**config.mk**
```make
export PLATFORM = sky130hd
export DESIGN_NAME = fetch_stage
export DESIGN_NICKNAME = d
export VERILOG_FILES = /design/src/rtl/fetch_pkg.sv /design/src/rtl/fetch_buffer.sv /design/src/rtl/fetch_stage.sv
export SDC_FILE = /design/constraint.sdc
export NUM_CORES = 1
export LEC_CHECK = 0
export BUFFER_PORTS_ARGS = -buffer_cell sky130_fd_sc_hd__buf_4
export CORE_ASPECT_RATIO = 0.75
export CORE_MARGIN = 2
export CORE_UTILIZATION = 45
export CTS_CLUSTER_SIZE = 24
export DETAILED_ROUTE_END_ITERATION = 8
export PLACE_DENSITY_LB_ADDON = 0.2
export SYNTH_ARGS = -nofsm -noshare
export SYNTH_HDL_FRONTEND = slang
export SYNTH_HIERARCHICAL = 1
export SYNTH_SLANG_ARGS = --single-unit
```
**constraint.sdc**
```tcl
create_clock -name clk -period 8.47 [get_ports clk]
set_input_delay 1.694 -clock clk [delete_from_list [all_inputs] [get_ports clk]]
set_output_delay 1.694 -clock clk [all_outputs]
set_load 0.1 [all_outputs]
```
**src/rtl/fetch_pkg.sv**
```systemverilog
// Shared types and constants for the instruction fetch stage.
package fetch_pkg;

  localparam logic [31:0] NOP_INSTR = 32'h00000013;

  typedef struct packed {
    logic [63:0] pc;
    logic [31:0] instr;
    logic        filled;
  } fetch_entry_t;

  function automatic int ptr_width(input int depth);
    return $clog2(depth);
  endfunction

endpackage

```
**src/rtl/fetch_buffer.sv**
```systemverilog
// Circular fetch buffer: entries are allocated at request time, filled in order
// as responses return, and popped from the head once filled.
module fetch_buffer
  import fetch_pkg::*;
#(
  parameter int DEPTH = 4,
  localparam int PTR_W = ptr_width(DEPTH)
) (
  input  logic             clk_i,
  input  logic             rst_ni,
  input  logic             flush_i,
  input  logic             alloc_i,
  input  logic [63:0]      alloc_pc_i,
  input  logic             fill_i,
  input  logic [31:0]      fill_data_i,
  input  logic             pop_i,
  output logic             head_filled_o,
  output logic [63:0]      head_pc_o,
  output logic [31:0]      head_instr_o,
  output logic [PTR_W:0]   occupancy_o,
  output logic [PTR_W:0]   unfilled_o
);

  fetch_entry_t   entries_q [DEPTH];
  logic [PTR_W:0] tail_q;
  logic [PTR_W:0] fill_q;
  logic [PTR_W:0] head_q;
  fetch_entry_t   headEntry;

  // Pointers carry one extra wrap bit so that full and empty are distinguishable.
  assign occupancy_o   = tail_q - head_q;
  assign unfilled_o    = tail_q - fill_q;
  assign headEntry     = entries_q[head_q[PTR_W-1:0]];
  assign head_filled_o = (occupancy_o != '0) && headEntry.filled;
  assign head_pc_o     = headEntry.pc;
  assign head_instr_o  = headEntry.instr;

  always_ff @(posedge clk_i or negedge rst_ni) begin
    if (!rst_ni) begin
      tail_q <= '0;
      fill_q <= '0;
      head_q <= '0;
      for (int i = 0; i < DEPTH; i++) entries_q[i] <= '0;
    end else if (flush_i) begin
      tail_q <= '0;
      fill_q <= '0;
      head_q <= '0;
      for (int i = 0; i < DEPTH; i++) entries_q[i].filled <= 1'b0;
    end else begin
      if (pop_i) head_q <= head_q + 1'b1;
      // Fill, pop and alloc always address distinct entries, so no write conflicts.
      if (fill_i) begin
        entries_q[fill_q[PTR_W-1:0]].instr  <= fill_data_i;
        entries_q[fill_q[PTR_W-1:0]].filled <= 1'b1;
        fill_q <= fill_q + 1'b1;
      end
      if (alloc_i) begin
        entries_q[tail_q[PTR_W-1:0]].pc     <= alloc_pc_i;
        entries_q[tail_q[PTR_W-1:0]].filled <= 1'b0;
        tail_q <= tail_q + 1'b1;
      end
    end
  end

endmodule

```
**src/rtl/fetch_stage.sv**
```systemverilog
// RV64I fetch stage with IF/ID register. Define FETCH_PERF_EN to add the
// FetchCount/BubbleCount performance counters.
module fetch_stage
  import fetch_pkg::*;
#(
  parameter logic [63:0] RESET_PC   = 64'h0,
  parameter int          FIFO_DEPTH = 4
) (
  input  logic        clk,
  input  logic        rst,
  output logic        imem_req_valid,
  input  logic        imem_req_ready,
  output logic [63:0] imem_req_addr,
  input  logic        imem_rsp_valid,
  input  logic [31:0] imem_rsp_data,
  input  logic        Stall_D,
  input  logic        Flush_D,
  input  logic        PCSrc_E,
  input  logic [63:0] PCTarget_E,
  output logic [31:0] Instr_D,
  output logic [63:0] PC_D,
  output logic [63:0] PCPlus4_D,
  output logic        Valid_D
`ifdef FETCH_PERF_EN
  ,
  output logic [63:0] FetchCount,
  output logic [63:0] BubbleCount
`endif
);

  localparam int PTR_W = ptr_width(FIFO_DEPTH);
  localparam logic [PTR_W+1:0] DEPTH_LIM = (PTR_W+2)'(FIFO_DEPTH);

  logic [63:0]    pcF_q;
  logic [PTR_W:0] dropCnt_q;
  logic [PTR_W:0] dropCnt_d;
  logic [31:0]    instrD_q;
  logic [63:0]    pcD_q;
  logic           validD_q;

  logic [PTR_W:0]   occupancy;
  logic [PTR_W:0]   unfilled;
  logic             headFilled;
  logic [63:0]      headPc;
  logic [31:0]      headInstr;
  logic [PTR_W+1:0] slotsInUse;
  logic [63:0]      targetAligned;
  logic             reqAccept;
  logic             rspCounted;
  logic             rspFill;
  logic             popHead;

  // Pending drops still occupy slots: their responses have yet to arrive.
  assign slotsInUse     = {1'b0, occupancy} + {1'b0, dropCnt_q};
  assign targetAligned  = PCTarget_E & ~64'h3;
  assign imem_req_valid = rst && !PCSrc_E && (slotsInUse < DEPTH_LIM);
  assign imem_req_addr  = pcF_q;
  assign reqAccept      = imem_req_valid && imem_req_ready;
  assign rspCounted     = imem_rsp_valid && ((dropCnt_q != '0) || (unfilled != '0));
  assign rspFill        = imem_rsp_valid && !PCSrc_E && (dropCnt_q == '0) && (unfilled != '0);
  assign popHead        = headFilled && !PCSrc_E && !Flush_D && !Stall_D;

  fetch_buffer #(.DEPTH(FIFO_DEPTH)) u_buffer (
    .clk_i         (clk),
    .rst_ni        (rst),
    .flush_i       (PCSrc_E),
    .alloc_i       (reqAccept),
    .alloc_pc_i    (pcF_q),
    .fill_i        (rspFill),
    .fill_data_i   (imem_rsp_data),
    .pop_i         (popHead),
    .head_filled_o (headFilled),
    .head_pc_o     (headPc),
    .head_instr_o  (headInstr),
    .occupancy_o   (occupancy),
    .unfilled_o    (unfilled)
  );

  // On redirect every outstanding response becomes stale, minus one consumed this cycle.
  always_comb begin
    dropCnt_d = dropCnt_q;
    if (PCSrc_E)
      dropCnt_d = dropCnt_q + unfilled - (PTR_W+1)'(rspCounted);
    else if (imem_rsp_valid && (dropCnt_q != '0))
      dropCnt_d = dropCnt_q - (PTR_W+1)'(1);
  end

  always_ff @(posedge clk or negedge rst) begin
    if (!rst) begin
      pcF_q     <= RESET_PC;
      dropCnt_q <= '0;
    end else begin
      dropCnt_q <= dropCnt_d;
      if (PCSrc_E)
        pcF_q <= targetAligned;
      else if (reqAccept)
        pcF_q <= pcF_q + 64'd4;
    end
  end

  always_ff @(posedge clk or negedge rst) begin
    if (!rst) begin
      instrD_q <= NOP_INSTR;
      pcD_q    <= '0;
      validD_q <= 1'b0;
    end else if (PCSrc_E || Flush_D) begin
      instrD_q <= NOP_INSTR;
      validD_q <= 1'b0;
    end else if (!Stall_D) begin
      if (headFilled) begin
        instrD_q <= headInstr;
        pcD_q    <= headPc;
        validD_q <= 1'b1;
      end else begin
        instrD_q <= NOP_INSTR;
        validD_q <= 1'b0;
      end
    end
  end

  assign Instr_D   = instrD_q;
  assign PC_D      = pcD_q;
  assign PCPlus4_D = pcD_q + 64'd4;
  assign Valid_D   = validD_q;

`ifdef FETCH_PERF_EN
  logic [63:0] fetchCnt_q;
  logic [63:0] bubbleCnt_q;

  always_ff @(posedge clk or negedge rst) begin
    if (!rst) begin
      fetchCnt_q  <= '0;
      bubbleCnt_q <= '0;
    end else begin
      if (popHead) fetchCnt_q <= fetchCnt_q + 64'd1;
      if (!PCSrc_E && !Flush_D && !Stall_D && !headFilled) bubbleCnt_q <= bubbleCnt_q + 64'd1;
    end
  end

  assign FetchCount  = fetchCnt_q;
  assign BubbleCount = bubbleCnt_q;
`endif

endmodule

```
==> results of run 1 <==
## synthesized netlist by cell type, drive strengths merged (5+ instances only)
cell type / instances
a211oi: 6
a21oi: 17
a22o: 29
a22oi: 7
a31oi: 12
and2: 5
and3: 17
and4: 6
buf: 74
clkbuf: 47
dfrtp: 556
ha: 20
inv: 32
mux2: 388
mux4: 97
nand2: 274
nand3: 54
nand3b: 12
nand4: 57
nor2: 55
nor3: 39
nor4: 21
o211ai: 16
o21ai: 38
or3: 13
or4: 12
xnor2: 45
xor2: 39
## how the worst max path moves through the flow
stage	from	endpoint	slack (ns)
after detailed placement	rst	imem_req_addr[39]	3.38
after global routing	PC_D[12]	PCPlus4_D[59]	2.57
after floorplan	PC_D[13]	PCPlus4_D[35]	2.86
final	PC_D[12]	PCPlus4_D[59]	2.80
after CTS	PC_D[12]	PCPlus4_D[59]	2.77
after global placement	rst	imem_req_addr[39]	3.45
## layout make-up
| cell class | instances | area [um2] | area share, % |
|---|---|---|---|
| antenna | 1 | 2.50 | 0.00799 |
| clock buffer | 87 | 1710 | 5.46 |
| clock inverter | 12 | 155 | 0.495 |
| inverter | 32 | 123 | 0.391 |
| multi-input combinational | 1344 | 11700 | 37.3 |
| sequential | 559 | 14000 | 44.7 |
| tap | 780 | 976 | 3.11 |
| timing repair buffer | 352 | 2680 | 8.54 |
## cells in the final DEF (no fill, tap or decap), types with 38 or more instances in the layout
master     instances
clkbuf_16         58
mux4_2            97
nor2_1            55
nand3_1           54
nand2_1          274
xor2_1            39
o21ai_0           38
dfrtp_1          554
xnor2_1           45
mux2_2           372
nand4_1           54
buf_4            349
## sequential cells by signal, indices dropped and copies added, names as in the netlist
| signal | flops |
|---|---|
| u_buffer/head_q | 3 |
| u_buffer/tail_q | 3 |
| Valid_D | 1 |
| imem_req_addr | 62 |
| dropCnt_q | 3 |
| u_buffer/entries_q | 388 |
| u_buffer/fill_q | 3 |
| Instr_D | 32 |
| PC_D | 64 |
## where the power goes
group          internal, mW  switching [mW]
clock network          1.47            1.05
registers              2.93           0.216
logic                 0.489           0.578
## worst reg2reg max path, stage by stage (launching register included)
cell and delay [ns]:
dfrtp_4 0.73, ha_1 0.31, fa_1 0.38, xor3_1 0.24, ha_1 0.31, nor3_2 0.19
nand4_1 0.11, buf_4 0.25, inv_2 0.46, buf_4 0.43, nand4_1 0.54, or3_1 0.52
a31oi_1 0.20
## kinds of logic (layout without fill, tap and decap cells)
| family | count (synthesis) | count (layout) | synth area share, % |
|---|---|---|---|
| compound gates | 157 | 157 | 4.17 |
| xor+xnor | 85 | 85 | 2.87 |
| fa+ha+maj | 23 | 23 | 1.17 |
| buf+inv | 153 | 483 | 3.13 |
| flops | 559 | 559 | 52.8 |
| mux | 489 | 489 | 24.9 |
| other cells | 1 | 11 | 0.0142 |
| simple gates | 580 | 580 | 10.9 |
## through the flow
stage	power, mW	instance area (um2)	util, %	hold WS [ns]
after floorplan	3.92	26500	-	0.459
after global placement	4.21	29500	51.0	0.468
after detailed placement	4.26	29500	51.0	0.481
after CTS	6.80	31300	54.2	0.495
after global routing	7.03	31300	54.2	0.510
final	6.74	31300	54.2	0.492
## per-layer routing
layer  vias up  share of wire (%)  wire length, um  global-route usage (%)
li1       8061                  -                -                       -
met1      9509                 45            32500                    33.4
met2       568                 46            33100                    36.9
met3       110                7.4             5400                    5.69
met4        10                2.2             1620                    6.30
met5         -              0.088               64                       0
==> results by group, run 1 <==
Setup path
  – Worst Setup Path Type: flip-flop to output pin
  – Setup crit end kind: output pin
  – Worst r2r dst: imem_req_addr[39]
  – Required @ worst endpoint: a little under 7 ns
  – CP max stage delay: between 0.9 and 1 ns
  – Startpoint type of the worst setup path: flip-flop
  – CP Max Fanout: 11
  – CP max stage cell: nor3_2
  – Cell family with most CP delay: simple AND/OR/NAND/NOR gates
  – Crit path DAT: between 3 and 4 ns
  – Worst R2R Start: u_buffer/head_q[0]
  – Crit path cell chain: nand4_1 -> nor3_2 -> nand2_1 -> nor4_1 -> xor2_1 -> buf_4
  – Reg2Reg Depth: 12
  – Number of buffers and inverters on the critical path: 1
  – R2R Setup Slk: about 3.7 ns
  – Crit. path cell count: 6

STA
  – Final Max Tran Viols: 0
  – Post-Route Setup TNS: 0 ns
  – Headroom to the max-slew limit: approximately a fifth
  – Final setup viols: 0
  – Setup WS post-layout: roughly 2.8 ns
  – Tmin final: between 5 and 6 ns
  – Fin crit share: 66.9%
  – Maximum clock frequency: 0.176 GHz
  – Final hold viol count: 0
  – RSZ-0062 raised after global routing: false
  – Worst-Margin Slew: 1.19 ns
  – Clk_skew: 0.0312 ns

Min path
  – Hold path depth: 1
  – WHS Endpoint: u_buffer/entries_q[387]
  – Min-delay worst type: flip-flop to flip-flop
  – Hold_sp: u_buffer/entries_q[387]

Placed design
  – Post-place setup slack: ~3.4 ns
  – # port buffers: 324
  – DP HPWL: 46800 um
  – Final Wtd Congestion: slightly below 0.9
  – Placed cells: between 3000 and 4000

Synthesis
  – Post-synth EDFFs: 0
  – Mapped Avg Cell Area: between 10 and 15 um2
  – Mapped Area: ~26000 um2
  – Synth Instances: ~2000
  – Main area contributors after synthesis: dfrtp_1, mux2_2, mux4_2
  – Synth Register Bits: 559
  – FFs w/ async S/R, synth: 100%
  – Sequential-to-total area share from yosys stat: a little over half
  – Netlist cell types: 68
  – Ys Warns: 6
  – Most used flip-flop cell after synthesis: dfrtp_1
  – Synth top area share: 52.5%
  – Area leader, netlist: dfrtp_1

CTS
  – H-tree depth: 2
  – Resize count post-CTS: 0
  – Clock root buffer: clkbuf_16
  – CTS max path bufs: 3
  – Post-CTS Setup Inserts: 0
  – TritonCTS Buffers: 57
  – Hold_buf cts: 0
  – CTS Sinks: between 500 and 600
  – Clock insertion delay at the later pin of the skew report: 0.62 ns
  – CTS tree: done
  – Clock transition at the registers of the reported paths: ~0.06 ns

Drt
  – Via-per-instance ratio: about 5.8
  – First-pass DRT Iterations: 6
  – First DRT Iteration DRCs: between 1000 and 1500
  – Antenna-violating nets left: 0
  – Vias: approximately 18000
  – DR WL/cell: about 23 um
  – DR DRC count: 0
  – Drt total wl: slightly above 70000 um

Status
  – Outcome: completed

Die
  – Core area: 57800 um2
  – IO Count: ~330
  – Die Wd: 284 um
  – Die Y: between 200 and 250 um
  – Starting Density: 45.8%
  – Die area: slightly above 60000 um2
  – Row cnt: 76

Power and ir drop
  – Peak VDD IR: about 0.18 mV
  – Leak Pwr: approximately 15 nW
  – P per Cell Area: 215 nW/um2

Layout
  – # fillers: just under 5000
  – Nets: 2472
  – Ratio of cells with drive above 1 in the final layout: 39.4%
  – Area delta synth->final: 18.4%
  – Post-route insts no fill: 3167

Global routing
  – Initial antenna violation count: 5
  – Global-route wire length before repair: 113000 um
  – Vias in the first global route: about 19000
  – Largest net degree at the start of global routing: 175
  – Gr usage total: about a quarter
  – Gr ovfl total: 0

Job
  – Max-cap violation count: 0
(Power assumes the default switching activity.)
==> run 2, diff against run 1 <==
Clock period 8.47 ns to 4.6 ns, I/O delays scaled along.
==> run 2 against run 1 <==
  * Non-clock buffer count grew 8
  * Via count shrank 0.37%
  * Design area grew 0.48%
  * Clock skew shrank 0.016 ns
  * Wire length grew 1.4%
  * Flip-flop and latch count is the same
  * Core utilization grew 0.26 points
  * Sequential power grew 84%
  * Sequential share of layout area shrank 0.21 points
  * Critical endpoint is now PCPlus4_D[44]
  * Largest cell class unchanged
==> results by group, run 2 (same netlist as run 1, synthesis figures left out) <==
Setup path
  – Crit path DAT: 3.55 ns
  – Worst Setup Path Type: flip-flop to output pin
  – CP Max Fanout: 8
  – Required @ worst endpoint: between 3 and 4 ns
  – Startpoint type of the worst setup path: flip-flop
  – Setup crit end kind: output pin

Drt
  – Via-per-instance ratio: between 5 and 6
  – Vias: 18191
  – Drt total wl: 73700 um
  – First DRT Iteration DRCs: around 1300
  – Antenna-violating nets left: 0
  – DR WL/cell: roughly 23 um
  – First-pass DRT Iterations: 4
  – DR DRC count: 0

Layout
  – Top reg by flops: u_buffer/entries_q
  – Largest register FFs: a little under 400
  – Commonest non-fill, non-tap cells in the layout: dfrtp_1, mux2_2, buf_4
  – Area delta synth->final: 18.9%
  – Final instance area: between 30000 and 40000 um2
  – Nets: around 2500
  – Ratio of cells with drive above 1 in the final layout: around 41%
  – # fillers: approximately 5000
  – Most common cell after layout, fill and taps aside: dfrtp_1

Global routing
  – Gr usage total: around 24%
  – Initial antenna violation count: 4
  – Global-route wire length before repair: between 100000 and 150000 um
  – Gr ovfl total: 0
  – Largest net degree at the start of global routing: between 150 and 200
  – Vias in the first global route: about 19000

CTS
  – Clock root buffer: clkbuf_16
  – CTS Sinks: about 560
  – CTS tree: done
  – Clock insertion delay at the later pin of the skew report: 0.61 ns
  – Resize count post-CTS: 0
  – Post-CTS Setup Inserts: 0
  – Hold_buf cts: 0
  – H-tree depth: 2
  – TritonCTS Buffers: between 50 and 60
  – CTS max path bufs: 3
  – Clock transition at the registers of the reported paths: about 0.060 ns

STA
  – Final Max Tran Viols: 0
  – Post-Route Setup TNS: 0 ns
  – Worst-Margin Slew: between 1 and 1.5 ns
  – Headroom to the max-slew limit: between 10% and 20%
  – Clk_skew: 0.0151 ns
  – Tmin final: approximately 4.5 ns
  – Final hold viol count: 0
  – Maximum clock frequency: around 0.22 GHz
  – RSZ-0062 raised after global routing: false
  – Final setup viols: 0
  – Fin crit share: a little over nine tenths

Power and ir drop
  – Peak VDD IR: 0.281 mV
  – Switch Pwr: 3.43 mW
  – Leak Pwr: about 15 nW
  – Comb power frac: 16.3%
  – P per Cell Area: roughly 390 nW/um2
  – Seq pwr share: a little under half
  – Clk pwr share: roughly 36%
  – Internal power: between 8 and 9 mW
  – Sw Share: between 20% and 30%

Die
  – Core area: approximately 58000 um2
  – Die Y: 214 um
  – Row cnt: 76
  – IO Count: between 300 and 400
  – Starting Density: between 40% and 50%
  – Die area: 60800 um2
  – Die Wd: 284 um

Placed design
  – DP HPWL: 47900 um
  – # port buffers: 324
  – Final Wtd Congestion: 0.850
  – Placed inst area: 29700 um2

Status
  – Outcome: completed

Job
  – Max-cap violation count: 0

Min path
  – Min-delay worst type: input pin to asynchronous set/reset pin
## run 2: changes by cell type in the layout (fill, tap and decap cells not counted), sizes merged
cell,change
clkinv,+11
buf,+8
clkbuf,-4
bufinv,-2
clkinvlp,-2
## run 2: layout make-up
| cell class | instances | area [um2] | share of cell area, % |
|---|---|---|---|
| Sequential cell | 559 | 14000 | 44.5 |
| Multi-Input combinational cell | 1344 | 11900 | 37.7 |
| Timing Repair Buffer | 360 | 2760 | 8.77 |
| Clock buffer | 83 | 1610 | 5.13 |
| Tap cell | 780 | 976 | 3.10 |
| Clock inverter | 19 | 131 | 0.417 |
| Inverter | 32 | 123 | 0.389 |
| Antenna cell | 1 | 2.50 | 0.00795 |
## run 2: path summary, 6_finish.rpt
check	start	end	slack [ns]	cells after the start
max	PC_D[29]	PCPlus4_D[44]	0.13	7
min in group clk	u_buffer/entries_q[345]	u_buffer/entries_q[345]	0.50	1
min reg2reg	u_buffer/entries_q[345]	u_buffer/entries_q[345]	0.50	1
min	rst	u_buffer/entries_q[274]	0.17	1
max reg2reg	u_buffer/tail_q[0]	imem_req_addr[32]	0.79	12
max in group asynchronous	rst	u_buffer/head_q[0]	2.64	3
## run 2: metrics by stage
stage | power, mW | worst slack (ns) | hold slack [ns] | std cells | util [%]
detailed placement | 7.88 | 0.689 | 0.480 | 3075 | 51.4
global route | 12.7 | 0.00947 | 0.170 | 3177 | 54.5
finish | 12.2 | 0.127 | 0.174 | 3178 | 54.5
global placement | 7.79 | 0.708 | 0.469 | 3075 | 51.4
CTS | 12.3 | 0.0260 | 0.152 | 3177 | 54.5
floorplan | 7.22 | -0.0991 | 0.459 | 2056 | -
## run 2: per-layer routing
metal | global-route usage (%) | up-vias | share of wire (%)
met2 | 38.6 | 539 | 47
met4 | 6.42 | 6 | 2.2
met5 | 0 | - | 0.048
li1 | - | 8036 | -
met3 | 4.96 | 105 | 6.6
met1 | 34.4 | 9505 | 44
## run 2: worst max-delay path: stages, from the launching register on
cell and delay (ns):
dfrtp_1 0.49, nand4_1 0.29, buf_4 0.27, nor4_1 0.54
nand4_1 0.45, nor3_1 0.43, xor2_2 0.16, buf_4 0.30
## run 2: power groups by stage
stage	clock network [mW]	logic [mW]	registers [mW]
floorplan	0	1.07	6.15
global placement	0	1.94	5.85
detailed placement	0	1.99	5.89
CTS	4.54	2.00	5.80
global route	4.75	2.13	5.87
finish	4.42	1.99	5.81
